--- src/rtl/multicycle_alu.sv ---
// Multi-cycle ALU: single-cycle logic/add/sub/slt, iterative shift-add multiply
// and restoring divide behind a start/busy/done handshake.
module multicycle_alu #(
  parameter int unsigned WIDTH = 32
) (
  input  logic             clk,
  input  logic             reset,
  input  logic             start,
  input  logic [3:0]       alu_ctrl,
  input  logic [WIDTH-1:0] a,
  input  logic [WIDTH-1:0] b,
  output logic             busy,
  output logic             done,
  output logic [WIDTH-1:0] result,
  output logic [WIDTH-1:0] result_hi,
  output logic             zero,
  output logic             div_by_zero,
  output logic             illegal
);

  localparam int unsigned CW = $clog2(WIDTH) + 1;

  localparam logic [3:0] OP_AND = 4'b0000;
  localparam logic [3:0] OP_OR  = 4'b0001;
  localparam logic [3:0] OP_ADD = 4'b0010;
  localparam logic [3:0] OP_DIV = 4'b0100;
  localparam logic [3:0] OP_MUL = 4'b0101;
  localparam logic [3:0] OP_SUB = 4'b0110;
  localparam logic [3:0] OP_SLT = 4'b0111;

  typedef enum logic [1:0] {S_IDLE, S_MUL, S_DIV, S_FIN} state_t;

  state_t          r_state;
  logic [CW-1:0]   r_cnt;
  logic [WIDTH-1:0] r_op;
  logic [WIDTH-1:0] r_hi;
  logic [WIDTH-1:0] r_lo;
  logic            r_busy;
  logic            r_done;
  logic [WIDTH-1:0] r_result;
  logic [WIDTH-1:0] r_result_hi;
  logic            r_zero;
  logic            r_dbz;
  logic            r_illegal;

  logic [WIDTH-1:0] w_res;
  logic [WIDTH-1:0] w_res_hi;
  logic            w_dbz;
  logic            w_illegal;
  logic            w_slt;
  logic [WIDTH:0]  w_mul_sum;
  logic [WIDTH:0]  w_div_shift;
  logic [WIDTH:0]  w_div_diff;
  logic            w_div_neg;
  logic            w_last;

  // Single-cycle result path, also covers divide-by-zero and illegal codes
  assign w_slt = ($signed(a) < $signed(b));

  always_comb begin
    w_res     = '0;
    w_res_hi  = '0;
    w_dbz     = 1'b0;
    w_illegal = 1'b0;
    case (alu_ctrl)
      OP_AND: w_res = a & b;
      OP_OR:  w_res = a | b;
      OP_ADD: w_res = a + b;
      OP_SUB: w_res = a - b;
      OP_SLT: w_res = {{(WIDTH-1){1'b0}}, w_slt};
      OP_MUL: w_res = '0;
      OP_DIV: begin
        w_res    = '1;
        w_res_hi = a;
        w_dbz    = 1'b1;
      end
      default: w_illegal = 1'b1;
    endcase
  end

  // Shift-add step: {r_hi, r_lo} holds partial product / remaining multiplier
  assign w_mul_sum = {1'b0, r_hi} + (r_lo[0] ? {1'b0, r_op} : {(WIDTH+1){1'b0}});

  // Restoring step: remainder stays below divisor, so the top bit is the borrow
  assign w_div_shift = {r_hi, r_lo[WIDTH-1]};
  assign w_div_diff  = w_div_shift - {1'b0, r_op};
  assign w_div_neg   = w_div_diff[WIDTH];

  assign w_last = (r_cnt == CW'(WIDTH - 1));

  always_ff @(posedge clk) begin
    if (reset) begin
      r_state     <= S_IDLE;
      r_cnt       <= '0;
      r_op        <= '0;
      r_hi        <= '0;
      r_lo        <= '0;
      r_busy      <= 1'b0;
      r_done      <= 1'b0;
      r_result    <= '0;
      r_result_hi <= '0;
      r_zero      <= 1'b0;
      r_dbz       <= 1'b0;
      r_illegal   <= 1'b0;
    end else begin
      r_done <= 1'b0;
      case (r_state)
        S_IDLE: begin
          if (start) begin
            r_dbz     <= 1'b0;
            r_illegal <= 1'b0;
            if (alu_ctrl == OP_MUL) begin
              r_op    <= a;
              r_lo    <= b;
              r_hi    <= '0;
              r_cnt   <= '0;
              r_busy  <= 1'b1;
              r_state <= S_MUL;
            end else if (alu_ctrl == OP_DIV && b != '0) begin
              r_op    <= b;
              r_lo    <= a;
              r_hi    <= '0;
              r_cnt   <= '0;
              r_busy  <= 1'b1;
              r_state <= S_DIV;
            end else begin
              r_result    <= w_res;
              r_result_hi <= w_res_hi;
              r_zero      <= (w_res == '0);
              r_dbz       <= w_dbz;
              r_illegal   <= w_illegal;
              r_done      <= 1'b1;
            end
          end
        end
        S_MUL: begin
          r_hi  <= w_mul_sum[WIDTH:1];
          r_lo  <= {w_mul_sum[0], r_lo[WIDTH-1:1]};
          r_cnt <= r_cnt + CW'(1);
          if (w_last) r_state <= S_FIN;
        end
        S_DIV: begin
          r_hi  <= w_div_neg ? w_div_shift[WIDTH-1:0] : w_div_diff[WIDTH-1:0];
          r_lo  <= {r_lo[WIDTH-2:0], ~w_div_neg};
          r_cnt <= r_cnt + CW'(1);
          if (w_last) r_state <= S_FIN;
        end
        S_FIN: begin
          r_result    <= r_lo;
          r_result_hi <= r_hi;
          r_zero      <= (r_lo == '0);
          r_done      <= 1'b1;
          r_busy      <= 1'b0;
          r_state     <= S_IDLE;
        end
        default: r_state <= S_IDLE;
      endcase
    end
  end

  assign busy        = r_busy;
  assign done        = r_done;
  assign result      = r_result;
  assign result_hi   = r_result_hi;
  assign zero        = r_zero;
  assign div_by_zero = r_dbz;
  assign illegal     = r_illegal;

endmodule

--- config.mk ---
export PLATFORM = sky130hd
export DESIGN_NAME = multicycle_alu
export DESIGN_NICKNAME = d
export VERILOG_FILES = /design/src/rtl/multicycle_alu.sv
export SDC_FILE = /design/constraint.sdc
export NUM_CORES = 1
export LEC_CHECK = 0
export ABC_AREA = 1
export CORE_ASPECT_RATIO = 1.25
export CORE_MARGIN = 10
export CORE_UTILIZATION = 50
export DETAILED_ROUTE_END_ITERATION = 8
export PLACE_DENSITY = 0.79
export SETUP_SLACK_MARGIN = 0.15
export SYNTH_ARGS = -nofsm -noshare
export SYNTH_HDL_FRONTEND = slang
export SYNTH_SLANG_ARGS = --single-unit
--- constraint.sdc ---
create_clock -name clk -period 3 [get_ports clk]
set_input_delay 0.3 -clock clk [delete_from_list [all_inputs] [get_ports clk]]
set_output_delay 0.3 -clock clk [all_outputs]
set_load 0.1 [all_outputs]
==> impl_results.md, run 1 <==
* Status: finished clean
* Initial drt markers at 2917
* Commonest non-fill, non-tap cells in the layout: nand2_1, inv_1, buf_4
* R2R cell count at 15
* DRT antenna net count at 0
* CTS tree: done
* Reg2reg start: r_hi[1]
* Die Y-Extent at 241.0 µm
* Synth warn at 0
* Clock Tree Root: clkbuf_16
* Slew HR at 31.05%
* Clock latency on the worst-skew pair at 0.45 ns
* Crit path required time at 3.29 ns
* Final Hold Viols at 0
* DIE WIDTH at 196.8 µm
* Clock sink total at 173
* IO Pins at 140
* Mapped Area at 19530 µm²
* Worst R2R Setup Slack at 0.23 ns
* Min cycle time layout at 2.773 ns
* Critical path origin: r_hi[1]
* Syn_area_per_cell at 5.744 µm²
* Final worst-path cycle share at 92.42%
* Hold crit path type: primary input to flop
* Routability Congestion at 1.072
* Post-synth ARST share at 0%
* Post-synth top area cell: nand2_1
* Row count at 80
* Initial antenna violation count at 1
* Mapped Cells at 3400
* Antenna diodes at 0
* Vias in the first global route at 23410
* Area Growth Syn to Fin at 31.28%
* Setup Crit Path Kind: flop to flop
* Peak supply drop at 1.009 mV
* Worst Path Max Fanout at 6
* First-pass GRT wire length at 132100 µm
* Leakage at 13.39 nW
* Post-cts hold buffer count at 0
* Starting density of the core at 50.81%
* Fin nets at 4121
* End of the critical path: r_hi[31]
* #FFs+latches synth at 173
* WP data arrival at 3.06 ns
* # setup viols final at 0
* CP Capture Type: flop
* Distinct cells, synth at 51
* I/O Buffers at 139
* Worst slew pin tran at 1.034 ns
* First-pass iteration count of the detailed router at 5
* Commonest non-fill, non-tap cell in the layout: nand2_1
* Critical R2R Capture: r_hi[31]
* Largest net degree at the start of global routing at 84
* Setup TNS at 0 ns
* RSZ-0062 raised after global routing: true
* DR WL/cell at 20.47 µm
* DRC at 0
* Dpl cells at 4333
* Total power draw at 18.19 mW
* Die Area at 47410 µm²
* Via Count at 24780
* Worst-path clk slew at 0.08 ns
* Max-slew violation count at 0
* Yosys top cell area share at 18.26%
* Fmax at 0.3607 GHz
* Setup clock skew after layout at 0.01241 ns
* Synth area leaders: nand2_1, dfxtp_1, ha_1
* Main synth FF type: dfxtp_1
* Startpoint Class: flop
* PwrDens at 709.3 nW/µm²
* Gr ovfl total at 0
* Non-Filler Instances at 4373
* Syn Nets at 3653
* Post-synth EDFFs at 0
* Fraction of layout cells with a size suffix above 1 at 19.20%
* Core Box Area at 38440 µm²
* # Max-Cap Violations at 0
* Via density at 5.667
* Post-synthesis sequential area ratio at 17.73%
* Clk buf depth at 2
* H-Tree Depth at 4
* Total track usage at 36.01%
* Post-DP HPWL at 72820 µm
* CTS Buf Count at 17
* Post-Route WL at 89540 µm
==> area by class of cell <==
| cell class | count | area (µm²) |
|---|---|---|
| clock buffers | 17 | 425.4 |
| clock inverters | 15 | 190.2 |
| fillers | 3698 | 12800 |
| inverters | 534 | 2004 |
| multi-input cells | 2550 | 14080 |
| flip-flops and latches | 173 | 3467 |
| well taps | 492 | 615.6 |
| repair buffers | 592 | 4853 |
==> Yosys cell counts (5+ instances only) <==
library cell,n
a211oi_1,66
a21o_1,14
a21oi_1,281
a21oi_2,6
a31oi_1,38
buf_1,7
buf_2,32
buf_4,10
buf_6,8
clkbuf_1,86
clkinv_1,8
dfxtp_1,173
ha_1,178
inv_1,515
inv_2,11
nand2_1,950
nand2_2,10
nand3_1,260
nand3_2,9
nand3b_1,7
nand4_1,35
nor2_1,286
nor2_2,12
nor3_1,25
nor4_1,8
o211ai_1,7
o21a_1,5
o21ai_0,198
o21ai_1,12
o21bai_1,18
o22ai_1,62
or2_2,8
xnor2_1,16
xor2_1,9
==> kinds of logic after synthesis <==
| family | share of synthesized area (%) |
|---|---|
| buf+inv | 13.77 |
| compound gates | 20.86 |
| xor+xnor | 1.121 |
| fa+ha+maj | 11.81 |
| simple gates | 34.70 |
| flops | 17.73 |
==> worst min path at each step <==
stage / start / end / slack, ns / cells past startpoint
2_1_floorplan: r_cnt[4] / r_cnt[4] / 0.44 / 2
3_3_place_gp: r_cnt[4] / r_cnt[4] / 0.45 / 2
3_5_place_dp: r_cnt[4] / r_cnt[4] / 0.46 / 2
4_1_cts: reset / r_lo[30] / 0.42 / 4
5_1_grt: a[0] / result_hi[0] / 0.40 / 4
6_report: a[0] / result_hi[0] / 0.36 / 4
==> registers in the layout (all words and copies together), names as in the netlist, 2 cells and up <==
register	cells
r_lo	32
result_hi	32
r_op	32
r_cnt	6
r_hi	32
result	32
r_state	2
==> power breakdown <==
| part | internal, mW | switching (mW) |
|---|---|---|
| combinational | 3.78 | 8.63 |
| clock | 1.14 | 1.15 |
| sequential | 2.96 | 0.528 |
| total | 7.88 | 10.3 |
==> critical path, cell delays in order, from the launching register on <==
cell	delay [ns]
dfxtp_1	0.49
ha_1	0.35
a21oi_1	0.22
nand2_1	0.17
a21boi_2	0.27
o21ai_1	0.18
nand3_1	0.13
nand2_1	0.14
nand2_1	0.19
nand2_1	0.07
nand2_1	0.06
nand3_1	0.08
nand3_1	0.08
nand2_1	0.05
nand2_1	0.05
a21oi_1	0.05
==> what timing repair did <==
action	4_1_cts	5_1_grt
setup buffers	0	5
pin swaps	0	21
cloned	0	3
resized for setup	16	157
setup endpoints to repair	4	48
==> per-layer routing <==
layer | vias up | share of wire (%) | track usage [%]
met1 | 11320 | 38 | 42.60
met2 | 1216 | 48 | 62.37
li1 | 11970 | - | -
met4 | 2 | 6.6 | 20.28
met5 | - | 0.020 | 0
met3 | 281 | 7.5 | 3.972
==> per-stage QoR <==
stage	cell area (µm²)	setup WS [ns]	hold slack [ns]	util, %
after floorplan	19530	0.2833	0.4371	-
after global placement	24200	-0.5034	0.4542	62.96
after detailed placement	24200	-0.5157	0.4576	62.96
after CTS	24870	0.1295	0.4187	64.71
after global routing	25640	0.04946	0.3960	66.70
final	25640	0.2274	0.3641	66.70
Note: power is estimated with default switching activity, not from simulation.
==> run 2: changes to the inputs <==
--- a/config.mk
+++ b/config.mk
@@ -11,6 +11,7 @@
 export CORE_UTILIZATION = 50
 export DETAILED_ROUTE_END_ITERATION = 8
 export PLACE_DENSITY = 0.79
+export RECOVER_POWER = 50
 export SETUP_SLACK_MARGIN = 0.15
 export SYNTH_ARGS = -nofsm -noshare
 export SYNTH_HDL_FRONTEND = slang
==> impl_results.md, run 2 (synthesis results as in run 1) <==
* CTS Buf Count at 17
* # setup viols final at 0
* Global routing's busiest layer: met2
* Total track usage at 36.01%
* I/O Buffers at 139
* Via Count at 24850
* Commonest non-fill, non-tap cell in the layout: nand2_1
* First-pass GRT wire length at 132100 µm
* Row count at 80
* Via density at 5.681
* Startpoint Class: primary input
* Routability Congestion at 1.072
* Initial drt markers at 3042
* Final worst-path cycle share at 94.57%
* Core Box Area at 38440 µm²
* Slew HR at 15.85%
* Clk buf depth at 2
* H-Tree Depth at 4
* RSZ-0062 raised after global routing: true
* Fraction of layout cells with a size suffix above 1 at 17.13%
* Met2 Resource Use GR at 62.37%
* Multi-input logic area at 14060 µm²
* Clock latency on the worst-skew pair at 0.46 ns
* Clock sink total at 173
* # Max-Cap Violations at 0
* Min cycle time layout at 2.837 ns
* DRT antenna net count at 0
* PwrDens at 701.9 nW/µm²
* Max-slew violation count at 0
* Area post-placement at 24200 µm²
* Commonest non-fill, non-tap cells in the layout: nand2_1, inv_1, buf_4
* Dpl ws at -0.5157 ns
* Post-Route WL at 89530 µm
* Status: finished clean
* Leakage at 13.07 nW
* Setup clock skew after layout at 0.01178 ns
* First-pass iteration count of the detailed router at 6
* Post-route cell area at 25330 µm²
* M1 GR Usage at 42.60%
* Worst Path Max Fanout at 11
* IO Pins at 140
* Die Y-Extent at 241.0 µm
* Gr ovfl total at 0
* Largest net degree at the start of global routing at 84
* Peak supply drop at 0.8894 mV
* Final Hold Viols at 0
* Vias in the first global route at 23410
* Grt met3 use at 3.972%
* Seq. cell area at 3467 µm²
* Crit path required time at 3.33 ns
* DIE WIDTH at 196.8 µm
* Worst setup margin at 0.1629 ns
* WP data arrival at 3.16 ns
* Fmax at 0.3525 GHz
* Area Growth Syn to Fin at 29.70%
* Worst-path clk slew at 0.08 ns
* CTS tree: done
* Worst Hold Slack at 0.3655 ns
* Fin nets at 4121
* Post-DP HPWL at 72820 µm
* Die Area at 47410 µm²
* Fillcell total at 3788
* Antenna diodes at 0
* Starting density of the core at 50.81%
* CP Capture Type: flop
* DRC at 0
* Worst slew pin tran at 1.268 ns
* Setup Crit Path Kind: primary input to flop
* Clock Tree Root: clkbuf_16
* DR WL/cell at 20.47 µm
* Hold crit path type: primary input to flop
* Initial antenna violation count at 1
[run 2: worst paths after layout]
check | startpoint | endpoint | slack [ns] | cells past startpoint
worst max-delay path | b[2] | r_lo[11] | 0.16 | 15
worst min-delay path | a[0] | result_hi[0] | 0.37 | 4
worst max register to register | r_hi[24] | r_hi[2] | 0.24 | 14
worst min register to register | result[20] | result[20] | 0.47 | 2
[run 2: layout make-up]
cell class / instances / share of cell area (%)
clock buffer: 17 / 1.680
multi-input combinational: 2550 / 55.52
inverter: 534 / 7.913
sequential: 173 / 13.69
timing repair buffer: 592 / 18.02
clock inverter: 15 / 0.7508
tap: 492 / 2.430
[run 2: critical path: stages]
cell,delay [ns]
clkdlybuf4s50_1,0.44
inv_1,0.14
clkbuf_1,0.24
nand4_1,0.19
nor4_1,0.45
clkbuf_1,0.21
nand2_1,0.14
nand2_1,0.11
nand3_1,0.11
nand2_1,0.11
nor2_1,0.10
inv_2,0.13
buf_12,0.15
clkbuf_1,0.22
a21oi_1,0.12
[run 2: metal layers]
metal | vias up | wire [µm]
met3 | 275 | 6493
li1 | 11980 | -
met5 | - | 12
met1 | 11340 | 34370
met2 | 1241 | 42810
met4 | 2 | 5844
[run 2: repair_timing]
action                     4_1_cts  5_1_grt
gates resized for setup         16      157
cloned                           0        3
pin swaps                        0       21
setup endpoints to repair        4       48
buffers inserted                 0        5
hold buffers                     0        0
[run 2: power breakdown]
group	internal, mW	total [mW]	switching, mW
sequential	2.96	3.48	0.518
clock	1.14	2.29	1.16
combinational	3.39	12.0	8.62
[run 2: metrics by stage]
stage | std cells | setup TNS, ns | power (mW) | utilization [%]
after detailed placement | 4333 | -3.509 | 15.14 | 62.96
after floorplan | 3400 | 0 | 11.19 | -
after global placement | 4333 | -3.430 | 15.10 | 62.96
after global routing | 4373 | 0 | 18.59 | 65.90
final | 4373 | 0 | 17.78 | 65.90
after CTS | 4365 | 0 | 17.49 | 64.71
